## config.mk

```make
export PLATFORM = sky130hd
export DESIGN_NAME = fir_out_buffer
export DESIGN_NICKNAME = d
export VERILOG_FILES = /design/src/rtl/fir_out_buffer.sv
export SDC_FILE = /design/constraint.sdc
export NUM_CORES = 1
export LEC_CHECK = 0
export ABC_AREA = 1
export BUFFER_PORTS_ARGS = -buffer_cell sky130_fd_sc_hd__buf_2
export CAP_MARGIN = 20
export CORE_MARGIN = 1.5
export CORE_UTILIZATION = 35
export CTS_CLUSTER_DIAMETER = 40
export CTS_CLUSTER_SIZE = 30
export DETAILED_ROUTE_END_ITERATION = 7
export GPL_TIMING_DRIVEN = 0
export SLEW_MARGIN = 40
export SYNTH_ARGS = -nofsm -noshare
export SYNTH_HDL_FRONTEND = slang
export SYNTH_SLANG_ARGS = --single-unit
```

## constraint.sdc

```tcl
create_clock -name clk -period 2.1 [get_ports clk]
set_input_delay 0.42 -clock clk [delete_from_list [all_inputs] [get_ports clk]]
set_output_delay 0.42 -clock clk [all_outputs]
set_load 0.03 [all_outputs]
```

## src/rtl/fir_out_buffer.sv

```systemverilog
// -----------------------------------------------------------------------------
// fir_out_buffer
//
// Output stage that follows the FIR filter. Once per output frame (N_TAPS clk
// cycles) it samples the filter output bus on a fixed phase. The first
// SKIP_FRAMES capture events after reset hold stale MAC results and are
// discarded. Accepted samples are queued in a small first-word-fall-through
// FIFO and offered on a valid/ready stream. Samples that arrive while the FIFO
// is full, and are not covered by a same-edge pop, are dropped. A drop sets a
// sticky flag and bumps a saturating counter.
//
// Ports:
//   clk          system clock, shared with the filter
//   rst          synchronous, active-high reset
//   fir_dout     filter output sample
//   m_data       head-of-FIFO sample
//   m_valid      m_data holds a valid sample
//   m_ready      consumer accepts m_data on this edge
//   level        FIFO occupancy, 0..FIFO_DEPTH
//   overflow     sticky: at least one sample dropped since reset
//   drop_count   saturating count of dropped samples
//   sample_tick  high during the capture cycle
// -----------------------------------------------------------------------------
module fir_out_buffer #(
   parameter int WIDTH_DATA    = 8,
   parameter int N_TAPS        = 16,
   parameter int CAPTURE_PHASE = 0,
   parameter int SKIP_FRAMES   = 2,
   parameter int FIFO_DEPTH    = 4,
   parameter int LOG2_DEPTH    = 2
) (
   input  logic                  clk,
   input  logic                  rst,
   input  logic [WIDTH_DATA-1:0] fir_dout,
   output logic [WIDTH_DATA-1:0] m_data,
   output logic                  m_valid,
   input  logic                  m_ready,
   output logic [LOG2_DEPTH:0]   level,
   output logic                  overflow,
   output logic [7:0]            drop_count,
   output logic                  sample_tick
);

   localparam int PHASE_W = (N_TAPS > 1) ? $clog2(N_TAPS) : 1;
   localparam int SKIP_W  = (SKIP_FRAMES > 0) ? $clog2(SKIP_FRAMES + 1) : 1;

   localparam logic [PHASE_W-1:0]  LAST_PHASE = PHASE_W'(N_TAPS - 1);
   localparam logic [PHASE_W-1:0]  CAP_PHASE  = PHASE_W'(CAPTURE_PHASE);
   localparam logic [SKIP_W-1:0]   SKIP_INIT  = SKIP_W'(SKIP_FRAMES);
   localparam logic [LOG2_DEPTH:0] FULL_LEVEL = (LOG2_DEPTH + 1)'(FIFO_DEPTH);

   logic [PHASE_W-1:0]    phase_reg;
   logic [SKIP_W-1:0]     skip_reg;
   logic [LOG2_DEPTH-1:0] wr_ptr_reg;
   logic [LOG2_DEPTH-1:0] rd_ptr_reg;
   logic [LOG2_DEPTH:0]   level_reg;
   logic                  overflow_reg;
   logic [7:0]            drop_count_reg;
   logic [WIDTH_DATA-1:0] mem_reg [FIFO_DEPTH];

   logic push_req;
   logic pop;
   logic full;
   logic push_ok;
   logic drop;

   // ---------------------------------------------------------------- framing
   always_ff @(posedge clk) begin
      if (rst) begin
         phase_reg <= '0;
      end else if (phase_reg == LAST_PHASE) begin
         phase_reg <= '0;
      end else begin
         phase_reg <= phase_reg + 1'b1;
      end
   end

   assign sample_tick = (phase_reg == CAP_PHASE) & ~rst;

   // Start-up frames carry stale accumulator contents; swallow them silently.
   always_ff @(posedge clk) begin
      if (rst) begin
         skip_reg <= SKIP_INIT;
      end else if (sample_tick && (skip_reg != '0)) begin
         skip_reg <= skip_reg - 1'b1;
      end
   end

   // ------------------------------------------------------------ FIFO control
   assign push_req = sample_tick & (skip_reg == '0);
   assign pop      = m_valid & m_ready;
   assign full     = (level_reg == FULL_LEVEL);
   // A pop on the same edge frees a slot, so a full FIFO can still accept.
   assign push_ok  = push_req & (~full | pop);
   assign drop     = push_req & full & ~pop;

   always_ff @(posedge clk) begin
      if (rst) begin
         wr_ptr_reg <= '0;
         rd_ptr_reg <= '0;
         level_reg  <= '0;
      end else begin
         if (push_ok) begin
            wr_ptr_reg <= wr_ptr_reg + 1'b1;
         end
         if (pop) begin
            rd_ptr_reg <= rd_ptr_reg + 1'b1;
         end
         if (push_ok && !pop) begin
            level_reg <= level_reg + 1'b1;
         end else if (pop && !push_ok) begin
            level_reg <= level_reg - 1'b1;
         end
      end
   end

   always_ff @(posedge clk) begin
      if (rst) begin
         for (int i = 0; i < FIFO_DEPTH; i++) begin
            mem_reg[i] <= '0;
         end
      end else if (push_ok) begin
         mem_reg[wr_ptr_reg] <= fir_dout;
      end
   end

   // ------------------------------------------------------- drop accounting
   always_ff @(posedge clk) begin
      if (rst) begin
         overflow_reg   <= 1'b0;
         drop_count_reg <= '0;
      end else if (drop) begin
         overflow_reg <= 1'b1;
         if (drop_count_reg != 8'hFF) begin
            drop_count_reg <= drop_count_reg + 1'b1;
         end
      end
   end

   // ---------------------------------------------------------------- outputs
   // Fall-through read from registered state only: m_ready never reaches
   // m_valid or m_data combinationally.
   assign m_data     = mem_reg[rd_ptr_reg];
   assign m_valid    = (level_reg != '0);
   assign level      = level_reg;
   assign overflow   = overflow_reg;
   assign drop_count = drop_count_reg;

endmodule

```

# Yosys cells after proc, flatten, opt, wreduce, memory -nomap -nowiden
# Memory sizes are Yosys's and may differ from the RTL's. A register that Yosys moved wholly into a read port is not among the register bits.
# Index checks and enable logic that the tools add are counted.
# totals
ff_bits	22
n_memories	1
mem_bits_rw	32
in_bits	11
out_inout_bits	22
wordCells	53
# op_classes
n_reduce_logical	13
n_eq_ne	3
n_addsub	7
bitwise	10
n_mux	12
# memory_table
name	depth	word_bits	rd	rd_clocked_by_memory_dff	wr	line	text
mem_reg	4	8	1	1	4	59	logic [WIDTH_DATA-1:0] mem_reg [FIFO_DEPTH];
# op_table
op	count
$add 8x1->8 const B	1
$mux 8	1
$ne 8x8->1 const B	1
$reduce_or 8->1	1
$and 1x1->1	6
$mux 1	6
$mux 2	3
$mux 3	2
$add 2x1->2 const B	2
$add 4x1->4 const B	1
$eq 4x4->1 const B	1
$logic_not 4->1	1
$reduce_bool 2->1	2
$add 3x1->3 const B	1
$eq 3x3->1 const B	1
$logic_and 1x1->1	3
$not 1->1	3
$reduce_bool 3->1	1
$sub 3x1->3 const B	1
$logic_not 1->1	2
$logic_not 2->1	1
$reduce_and 2->1	1
$reduce_or 2->1	1
$sub 2x1->2 const B	1
$or 1x1->1	1

# Logic depth before layout (Yosys ltp)
# Gate-level depths: netlist of the first run.
# depth
word_depth	9
ltp_mapped	13
depth_no_buf	13

# Worst setup path before layout of the first run
# Ideal clock, no wire load.
# synth_timing
kind	reg-to-reg
start	register level_reg[0], in the netlist level[0]
end	register level_reg[2], in the netlist level[2]
setup_time_ns	0.122
t_required_ns	1.978
stages_incl_launch_ff	12
n_path_buf	0
period_less_slack_ns	2.128
arrival_time_ns	2.006
setup_slack_ns	-0.028
path_cell_list	dfxtp_1 -> nor2_1 -> nand3_1 -> inv_2 -> nor2_8 -> ha_1 -> inv_1 -> fa_1 -> a21oi_1 -> o21ai_0 -> o21ai_0 -> a21oi_1
# synth_via
elab_chain_cells	7
word_cells_on_any_way	15
cone_classes	add/sub: 2; eq/ne: 1; mux: 2; bitwise: 4; reduce/logical: 6
# synth_rtl
element	line	text
start: declaration	56	logic [LOG2_DEPTH:0] level_reg;
start signal: assignment	110	level_reg <= level_reg + 1'b1;
start signal: assignment	112	level_reg <= level_reg - 1'b1;
$reduce_bool 3->1 / $eq 3x3->1 (equally long branches)	144, 92	
$and 1x1->1 / $not 1->1 (equally long branches)	91, 94	
$or 1x1->1 *	94	assign push_ok = push_req & (~full | pop);
$and 1x1->1 *	94	
net push_ok	64	logic push_ok;
$logic_not 1->1	111	end else if (pop && !push_ok) begin
$logic_and 1x1->1	111	
$reduce_bool 2->1 (no source line)	--	
# The timed path passes the listed nets; every way through them passes the cells marked *. The select of a mux whose other input is x is not followed.
# A chain may end at the register's enable or synchronous reset.

# Final worst setup path of the first run
# layout_timing
start	register phase_reg[0]
end	register level_reg[2], in the netlist level[2]
# layout_via
elab_chain_cells	7
word_cells_on_any_way	9
cone_classes	mux: 1; bitwise: 3; reduce/logical: 5
# layout_rtl
element	line	text
start: declaration	52	logic [PHASE_W-1:0] phase_reg;
start signal: assignment	74	phase_reg <= phase_reg + 1'b1;
$logic_not 4->1 *	78	assign sample_tick = (phase_reg == CAP_PHASE) & ~rst;
$and 1x1->1 *	78	
$and 1x1->1 *	90	assign push_req = sample_tick & (skip_reg == '0);
$and 1x1->1 *	94	
net push_ok	64	
$logic_not 1->1	111	
$logic_and 1x1->1	111	
$reduce_bool 2->1 (no source line)	--	
# The timed path passes the listed nets; every way through them passes the cells marked *.

==> impl_metrics.env, run 1 <==
export IMPL_synth_flop_cell="edfxtp_1"
export IMPL_wl_um=5330
export IMPL_fmax_mhz=496
export IMPL_critical_path_class="reg2reg"
export IMPL_holdCritStartpoint="fir_dout[6]"
export IMPL_crit_slowest_cell="dfxtp_2"
export IMPL_critPathCaptureType="flip-flop"
export IMPL_critPathLaunch="phase_reg[0]"
export IMPL_hold_class="in2reg"
export IMPL_final_cells=424
export IMPL_io_pins=33
export IMPL_h_tree_depth=2
export IMPL_num_nets_final=341
export IMPL_final_util=0.417
export IMPL_drive_gt1_frac=0.228
export IMPL_rr_worst_depth=13
export IMPL_start_util=0.358
export IMPL_numCtsBuffers=5
export IMPL_crit_top_cell="inv_1"
export IMPL_layout_setup_ws_ps=83.7
export IMPL_grt_pass1_vias=1901
export IMPL_antenna_found_initial=0
export IMPL_min_to="mem_reg[1][6]"
export IMPL_p_per_area_nw_per_um2=922
export IMPL_cp_cell_sequence="inv_1, ha_1, inv_1, nor2_4, nand3_4, nor2_8, ha_1, inv_1, fa_2, a21oi_2, o21ai_1, o21ai_1, a21oi_1"
export IMPL_areaGrowthSynthToFinish_pct=16.6
export IMPL_detail_route_wl_per_cell_um=12.6
export IMPL_cp_max_fo=4
export IMPL_synth_avg_cell_area_um2=9.13
export IMPL_ys_types=28
export IMPL_rsz0062_at_grt="yes"
export IMPL_largest_reg_flops=32
export IMPL_peakVddDrop_mv=0.412
export IMPL_cts_tree="built"
export IMPL_synthCells=283
export IMPL_drt_iter0_drc=101
export IMPL_final_cell_mix="61 x nor2_1, 33 x inv_1, 33 x buf_2"
export IMPL_core_area_um2=7210
export IMPL_cts_buffer_depth=2
export IMPL_crit_reg2reg_capture="level[2]"
export IMPL_synth_edf_count=32
export IMPL_synthesis_nets=300
export IMPL_synth_yosys_seq_area_share=0.558
export IMPL_relSlewSlack=0.751
export IMPL_grtUsageTotal=0.146
export IMPL_outcome="completed"
export IMPL_clkTransAtPathRegs_ps=110
export IMPL_final_antenna_net_count=0
export IMPL_cp_arrival_ps=2220
export IMPL_vias=1979
export IMPL_r2r_start="phase_reg[0]"
export IMPL_p_leak_nw=1.30
export IMPL_grt_pass1_wl_um=8700
export IMPL_clk_latency_ps=310
export IMPL_yosys_register_bits=56
export IMPL_period_share=0.960
export IMPL_rows=31
export IMPL_tightest_slew_ps=372
export IMPL_power_w=0.00278
export IMPL_dieWidth_um=88.9
export IMPL_cap_violations=0
export IMPL_first_pass_iters=6
export IMPL_skew_ps=11.8
export IMPL_synth_area_um2=2580
export IMPL_reg2reg_slack_ps=80
export IMPL_overflow=0
export IMPL_hold_viol=0
export IMPL_die_area_um2=7910
export IMPL_yosys_warnings=0
export IMPL_clkSinkCount=56
export IMPL_pre_cts_ws_ps=-107
export IMPL_start_kind="flip-flop"
export IMPL_synthArstFlopShare=0
export IMPL_root_buffer="clkbuf_8"
export IMPL_drc=0
export IMPL_max_stage_delay_ps=350
export IMPL_die_height_um=88.9
export IMPL_setup_viol=0
export IMPL_placed_cells=414
export IMPL_gp_congestion=0.785
export IMPL_final_common_cell="nor2_1"
export IMPL_worstHoldPathCells=3
export IMPL_crit_required_ps=2310
export IMPL_port_buffers=32
export IMPL_num_antenna_cells=0
export IMPL_grt_max_degree=18
export IMPL_fin_crit_ps=2020
export IMPL_hpwl_um=3650
export IMPL_via_per_inst=4.67
export IMPL_slew_violations=0
==> routing by layer <==
| metal | vias to the layer above | part of all wire | track usage |
|---|---|---|---|
| met3 | 7 | 0.035 | 0.0360 |
| met4 | 0 | 0.012 | 0.0526 |
| met2 | 36 | 0.47 | 0.243 |
| li1 | 1021 | - | - |
| met5 | - | 0 | 0 |
| met1 | 915 | 0.48 | 0.184 |
==> metrics by stage <==
step	instance area, um^2	TNS, ps	hold slack, ps
2_1_floorplan	2580	0	430
3_3_place_gp	2870	-4180	446
3_5_place_dp	2870	-107	459
4_1_cts	2990	0	437
5_1_grt	3010	-73.1	441
6_report	3010	0	440
==> final cells by class <==
cell class | instances | area [um^2]
fill | 753 | 4200
sequential | 56 | 1450
multi-input combinational | 185 | 1000
timing repair buffer | 34 | 178
inverter | 37 | 141
tap | 99 | 124
clock buffer | 6 | 72.6
buffer | 5 | 32.5
clock inverter | 2 | 16.3
==> synth_stat cells (2+ instances only) <==
cell | count | share of area
nor2_1 | 61 | 0.089
nand2_1 | 35 | 0.051
inv_1 | 34 | 0.049
edfxtp_1 | 32 | 0.37
o21ai_0 | 28 | 0.054
dfxtp_1 | 24 | 0.19
a21oi_1 | 16 | 0.031
nand3_1 | 10 | 0.019
o22ai_1 | 8 | 0.019
ha_1 | 5 | 0.024
nand3b_1 | 3 | 0.0087
buf_2 | 2 | 0.0039
clkbuf_1 | 2 | 0.0029
inv_2 | 2 | 0.0029
nand2_4 | 2 | 0.0087
nand3_4 | 2 | 0.014
nand4_1 | 2 | 0.0048
nor2_2 | 2 | 0.0048
nor2_4 | 2 | 0.0087
nor2_8 | 2 | 0.015
o21ai_1 | 2 | 0.0039
==> worst max-delay path by stage <==
stage	cells past startpoint	slack (ps)	to
finish	13	80	level[2]
detailed placement	13	-110	level[2]
CTS	13	7	level[2]
floorplan	11	8	level[2]
global placement	6	-520	mem_reg[3][1]
global route	13	-70	level[2]
==> where the power goes <==
group | total [W] | switching (W) | internal (W) | leakage [nW]
Combinational | 0.000853 | 0.000595 | 0.000258 | 0.730
Sequential | 0.00133 | 0.0000785 | 0.00125 | 0.527
Clock | 0.000599 | 0.000361 | 0.000238 | 0.0414
Total | 0.00278 | 0.00103 | 0.00174 | 1.30
==> worst max-delay path: cells and delay by family (launching register included) <==
kind | cells | cell delay, ps
adders and majority gates | 3 | 670
AOI/OAI and AO/OA | 4 | 380
DFF | 1 | 350
and+or+nand+nor | 3 | 320
buffers and inverters | 3 | 200
==> kinds of logic (layout without fill, tap and decap cells) <==
kind of cell,after synthesis,in the layout,synth area share
AO/OA/AOI/OAI,55,55,0.112
adder cells (fa/ha/maj),6,6,0.0320
buffers and inverters,42,84,0.0644
flip-flops,56,56,0.558
AND/OR/NAND/NOR,124,124,0.234
==> timing repair <==
| item | 4_1_cts | 5_1_grt |
|---|---|---|
| pin swaps | 1 | 2 |
| hold buffers | 0 | 0 |
| setup buffers | 2 | 0 |
| endpoints found under the setup margin | 9 | 39 |
| resized for setup | 8 | 9 |
No activity file was read; power rests on OpenSTA's default activity.
==> inputs of run 2 (changes only) <==
- ABC_AREA: 1 -> not set
- CTS_CLUSTER_SIZE: 30 -> 16
- clock period: 2.1 -> 2.08 ns (I/O delays scaled with it)
==> run 2 against run 1 <==
- the run now ends with setup timing left
- synthesized cell count decreased by 29%
- cell count decreased by 17%
- power down 12%
- first-iteration DRC count fell by 13%
- sequential power is essentially flat
- via count decreased by 14%
- cell area is 6.4% higher
- clock power increased by 4.5%
- core utilization increased by 5.2 points
- die area fell by 4.0%
- sequential share of layout area decreased by 2.7 points
==> impl_metrics.env, run 2 <==
export IMPL_fillers=663
export IMPL_ys_types=36
export IMPL_clkTransAtPathRegs_ps=110
export IMPL_skew_ps=10.5
export IMPL_overflow=0
export IMPL_peakVddDrop_mv=0.453
export IMPL_max_stage_delay_ps=340
export IMPL_hold_class="in2reg"
export IMPL_layout_setup_ws_ps=-179
export IMPL_synthesis_nets=217
export IMPL_grt_max_degree=20
export IMPL_h_tree_depth=2
export IMPL_grtUsageTotal=0.140
export IMPL_yosysTopAreaCellShare=0.388
export IMPL_final_cell_mix="32 x and2_1, 32 x buf_2, 32 x edfxtp_1"
export IMPL_start_kind="flip-flop"
export IMPL_setup_viol=15
export IMPL_critPathCaptureType="flip-flop"
export IMPL_period_share=1.09
export IMPL_root_buffer="clkbuf_8"
export IMPL_path_buf_inv=3
export IMPL_rsz0062_at_grt="yes"
export IMPL_synth_avg_cell_area_um2=12.4
export IMPL_cp_arrival_ps=2500
export IMPL_dieWidth_um=87.1
export IMPL_vias=1694
export IMPL_synth_edf_count=32
export IMPL_hpwl_um=3230
export IMPL_die_height_um=87.1
export IMPL_synth_area_um2=2480
export IMPL_cts_tree="built"
export IMPL_num_antenna_cells=0
export IMPL_start_util=0.363
export IMPL_cp_max_fo=2
export IMPL_yosys_top_cells_area="edfxtp_1 39%, dfxtp_1 19%, and2_1 8.1%"
export IMPL_synthArstFlopShare=0
export IMPL_gp_congestion=0.741
export IMPL_fmax_mhz=443
export IMPL_num_nets_final=270
export IMPL_yosys_top_cells_count="32 x and2_1, 32 x edfxtp_1, 24 x dfxtp_1"
export IMPL_largest_reg_flops=32
export IMPL_failed_checks="setup timing"
export IMPL_first_pass_iters=4
export IMPL_wl_um=5080
export IMPL_yosys_register_bits=56
export IMPL_p_leak_nw=1.24
export IMPL_synthCells=200
export IMPL_tightest_slew_ps=618
export IMPL_yosysTopAreaCell="edfxtp_1"
export IMPL_critical_path_class="reg2reg"
export IMPL_antenna_found_initial=0
export IMPL_outcome="complete, but fails checks"
export IMPL_drc=0
export IMPL_final_antenna_net_count=0
export IMPL_placed_cells=328
export IMPL_synth_yosys_seq_area_share=0.582
export IMPL_areaGrowthSynthToFinish_pct=29.4
export IMPL_drt_iter0_drc=88
export IMPL_relSlewSlack=0.587
export IMPL_synth_flop_cell="edfxtp_1"
export IMPL_core_area_um2=6830
export IMPL_die_area_um2=7590
export IMPL_crit_family="simple AND/OR/NAND/NOR gates"
export IMPL_fin_crit_ps=2260
export IMPL_cts_hold_repair_buffers=0
export IMPL_reg2reg_slack_ps=-180
export IMPL_final_cells=350
export IMPL_numCtsBuffers=5
export IMPL_grt_pass1_wl_um=8060
export IMPL_clkSinkCount=56
export IMPL_hold_viol=0
export IMPL_crit_required_ps=2330
export IMPL_rows=30
export IMPL_final_util=0.469
export IMPL_grt_pass1_vias=1616
export IMPL_via_per_inst=4.84
export IMPL_clk_latency_ps=310
export IMPL_io_pins=33
export IMPL_detail_route_wl_per_cell_um=14.5
export IMPL_cp_cell_sequence="inv_2, ha_4, nor4b_4, and3_4, clkbuf_16, ha_4, inv_2, fa_2, xor2_1, or3_1, a21oi_1"
export IMPL_crit_slowest_cell="dfxtp_2"
export IMPL_p_per_area_nw_per_um2=763
export IMPL_slew_violations=0
export IMPL_cts_buffer_depth=2
export IMPL_drive_gt1_frac=0.390
export IMPL_yosys_warnings=0
export IMPL_port_buffers=32
export IMPL_cap_violations=0
-- run 2: logic make-up (layout without fill, tap and decap cells) --
kind of cell | Yosys count | count (layout) | share of synthesized area
xor gates and xnor gates | 7 | 7 | 0.0247
adders and majority gates | 6 | 6 | 0.0333
DFF | 56 | 56 | 0.582
AOI/OAI and AO/OA | 25 | 25 | 0.0626
and+or+nand+nor | 77 | 77 | 0.186
buffers and inverters | 19 | 73 | 0.0298
muxes | 10 | 10 | 0.0813
-- run 2: layer usage --
metal / up-vias / GRT usage / routed length [um]
met5: - / 0 / 0
met4: 0 / 0.0476 / 64
met3: 7 / 0.0284 / 159
met2: 28 / 0.226 / 2620
met1: 828 / 0.189 / 2240
li1: 831 / - / -
-- run 2: layout make-up --
class / count / area [um^2] / share of cell area
plain buffers: 4 / 47.5 / 0.0148
clock buffers: 5 / 68.8 / 0.0215
clock inverters: 3 / 25.0 / 0.00781
inverters: 12 / 45.0 / 0.0141
multi-input cells: 125 / 1110 / 0.347
flip-flops and latches: 56 / 1450 / 0.453
well taps: 96 / 120 / 0.0375
repair buffers: 49 / 334 / 0.104
-- run 2: repair_timing --
action	4_1_cts	5_1_grt
endpoints found under the setup margin	30	59
resized for setup	10	22
buffers inserted	9	7
cloned	0	1
pin swaps	2	7
-- run 2: final timing paths --
kind	startpoint	end	cells after the start
min	fir_dout[1]	mem_reg[2][1]	2
min reg2reg	overflow	overflow	2
max	phase_reg[0]	level[2]	11
max reg2reg	phase_reg[0]	level[2]	11
-- run 2: stage by stage --
| stage | setup WS [ps] | TNS (ps) | hold slack, ps | total power, W | cell area (um^2) |
|---|---|---|---|---|---|
| floorplan | -455 | -1620 | 425 | 0.00166 | 2550 |
| global placement | -395 | -4960 | 433 | 0.00178 | 2830 |
| detailed placement | -417 | -5150 | 437 | 0.00179 | 2830 |
| CTS | -170 | -465 | 402 | 0.00245 | 3020 |
| global route | -285 | -3120 | 412 | 0.00257 | 3210 |
| finish | -179 | -315 | 406 | 0.00245 | 3210 |
-- run 2: power by group --
part	total, W	internal, W	switching [W]
combinational	0.000517	0.000232	0.000285
sequential	0.00130	0.00124	0.0000608
clock	0.000626	0.000247	0.000379
total	0.00245	0.00172	0.000725
-- run 2: worst register-to-register path: cells and delay by family (launching register included) --
family	cells	cell delay, ps
and+or+nand+nor	3	770
adders and majority gates	3	570
DFF	1	340
buffers and inverters	3	240
xor gates and xnor gates	1	150
AOI/OAI and AO/OA	1	120
==> inputs of run 3 (changes only) <==
- TNS_END_PERCENT: not set -> 1
==> run 3 against run 2 <==
- the flow still finishes with violations (setup timing)
- non-clock buffer count shrank 11
- critical path depth is the same
- cell count down 3.1%
- clock skew grew 2.9 ps
- die area unchanged
- routed wire length down 7.5%
- first-iteration DRC count is 48% lower
- global-route usage down 0.95 points
- largest cell class unchanged
- largest power group unchanged
==> impl_metrics.env, run 3 (synthesized netlist as in run 2, its figures left out) <==
export IMPL_cp_arrival_ps=2540
export IMPL_grt_max_degree=20
export IMPL_placed_cells=328
export IMPL_critPathCaptureType="flip-flop"
export IMPL_die_height_um=87.1
export IMPL_final_cell_mix="33 x buf_2, 32 x and2_1, 32 x edfxtp_1"
export IMPL_largest_reg_flops=32
export IMPL_critical_path_class="reg2reg"
export IMPL_vias=1601
export IMPL_areaGrowthSynthToFinish_pct=19.6
export IMPL_overflow=0
export IMPL_crit_slowest_cell="dfxtp_2"
export IMPL_cp_cell_sequence="inv_2, ha_1, nor4b_4, and3_4, clkbuf_16, ha_4, inv_1, fa_2, xor2_1, or3_1, a21oi_1"
export IMPL_cp_max_fo=4
export IMPL_die_area_um2=7590
export IMPL_wl_um=4700
export IMPL_port_buffers=32
export IMPL_drc=0
export IMPL_numCtsBuffers=5
export IMPL_setup_viol=19
export IMPL_drt_iter0_drc=46
export IMPL_cts_hold_repair_buffers=0
export IMPL_hpwl_um=3210
export IMPL_area_sequential_um2=1450
export IMPL_gp_congestion=0.724
export IMPL_grtUsageTotal=0.131
export IMPL_clk_latency_ps=320
export IMPL_path_buf_inv=3
export IMPL_h_tree_depth=2
export IMPL_dieWidth_um=87.1
export IMPL_via_per_inst=4.72
export IMPL_fillers=675
export IMPL_start_kind="flip-flop"
export IMPL_first_pass_iters=4
export IMPL_peakVddDrop_mv=0.375
export IMPL_p_leak_nw=1.15
export IMPL_hold_class="in2reg"
export IMPL_drive_gt1_frac=0.313
export IMPL_core_area_um2=6830
export IMPL_pre_cts_ws_ps=-406
export IMPL_slew_violations=0
export IMPL_multiInputGateArea_um2=1020
export IMPL_power_w=0.00240
export IMPL_period_share=1.10
export IMPL_num_antenna_cells=0
export IMPL_cts_buffer_depth=2
export IMPL_cap_violations=0
export IMPL_layout_setup_ws_ps=-204
export IMPL_hold_viol=0
export IMPL_io_pins=33
export IMPL_cts_tree="built"
export IMPL_final_common_cell="buf_2"
export IMPL_clkSinkCount=56
export IMPL_p_per_area_nw_per_um2=810
export IMPL_final_antenna_net_count=0
export IMPL_antenna_found_initial=0
export IMPL_root_buffer="clkbuf_8"
export IMPL_start_util=0.363
export IMPL_failed_checks="setup timing"
export IMPL_grt_pass1_wl_um=7360
export IMPL_fmax_mhz=438
export IMPL_fin_crit_ps=2280
export IMPL_num_nets_final=259
export IMPL_detail_route_wl_per_cell_um=13.9
export IMPL_tightest_slew_ps=572
export IMPL_relSlewSlack=0.617
export IMPL_crit_required_ps=2330
export IMPL_outcome="complete, but fails checks"
export IMPL_grt_pass1_vias=1532
export IMPL_skew_ps=13.4
export IMPL_rows=30
export IMPL_crit_family="simple AND/OR/NAND/NOR gates"
export IMPL_rsz0062_at_grt="yes"
export IMPL_max_stage_delay_ps=340
export IMPL_final_cells=339
export IMPL_clkTransAtPathRegs_ps=100
-- run 3: area by class of cell --
class | count | share of cell area
clock inverters | 3 | 0.00845
inverters | 12 | 0.0152
multi-input cells | 125 | 0.343
repair buffers | 36 | 0.0642
flip-flops and latches | 56 | 0.489
plain buffers | 6 | 0.0169
clock buffers | 5 | 0.0232
well taps | 96 | 0.0405
-- run 3: report_power, final --
| group | switching, W | internal [W] | total, W |
|---|---|---|---|
| registers | 0.0000581 | 0.00124 | 0.00130 |
| clock network | 0.000383 | 0.000247 | 0.000629 |
| logic | 0.000271 | 0.000200 | 0.000471 |
-- run 3: repair_timing --
item,4_1_cts,5_1_grt
resized for setup,7,5
setup endpoints to repair,47,54
setup buffers,4,0
pin swaps,1,2
-- run 3: per-layer routing --
metal / vias to the layer above / GRT usage / wire [um]
li1: 808 / - / -
met1: 758 / 0.160 / 2150
met2: 29 / 0.223 / 2290
met3: 6 / 0.0332 / 199
met4: 0 / 0.0476 / 65
met5: - / 0 / 0
-- run 3: per-stage QoR --
stage	area (um^2)	util	TNS [ps]	hold WS, ps
detailed placement	2810	0.411	-8880	442
global route	2960	0.434	-5110	398
CTS	2950	0.432	-1980	387
floorplan	2520	-	-8190	425
global placement	2800	0.410	-24150	434
finish	2960	0.434	-1250	388
-- run 3: final timing paths --
check / slack (ps) / cells past startpoint / endpoint / startpoint
max: -200 / 11 / level[2] / phase_reg[1]
min: 390 / 2 / drop_count[1] / rst
max reg2reg: -200 / 11 / level[2] / phase_reg[1]
min reg2reg: 450 / 2 / overflow / overflow
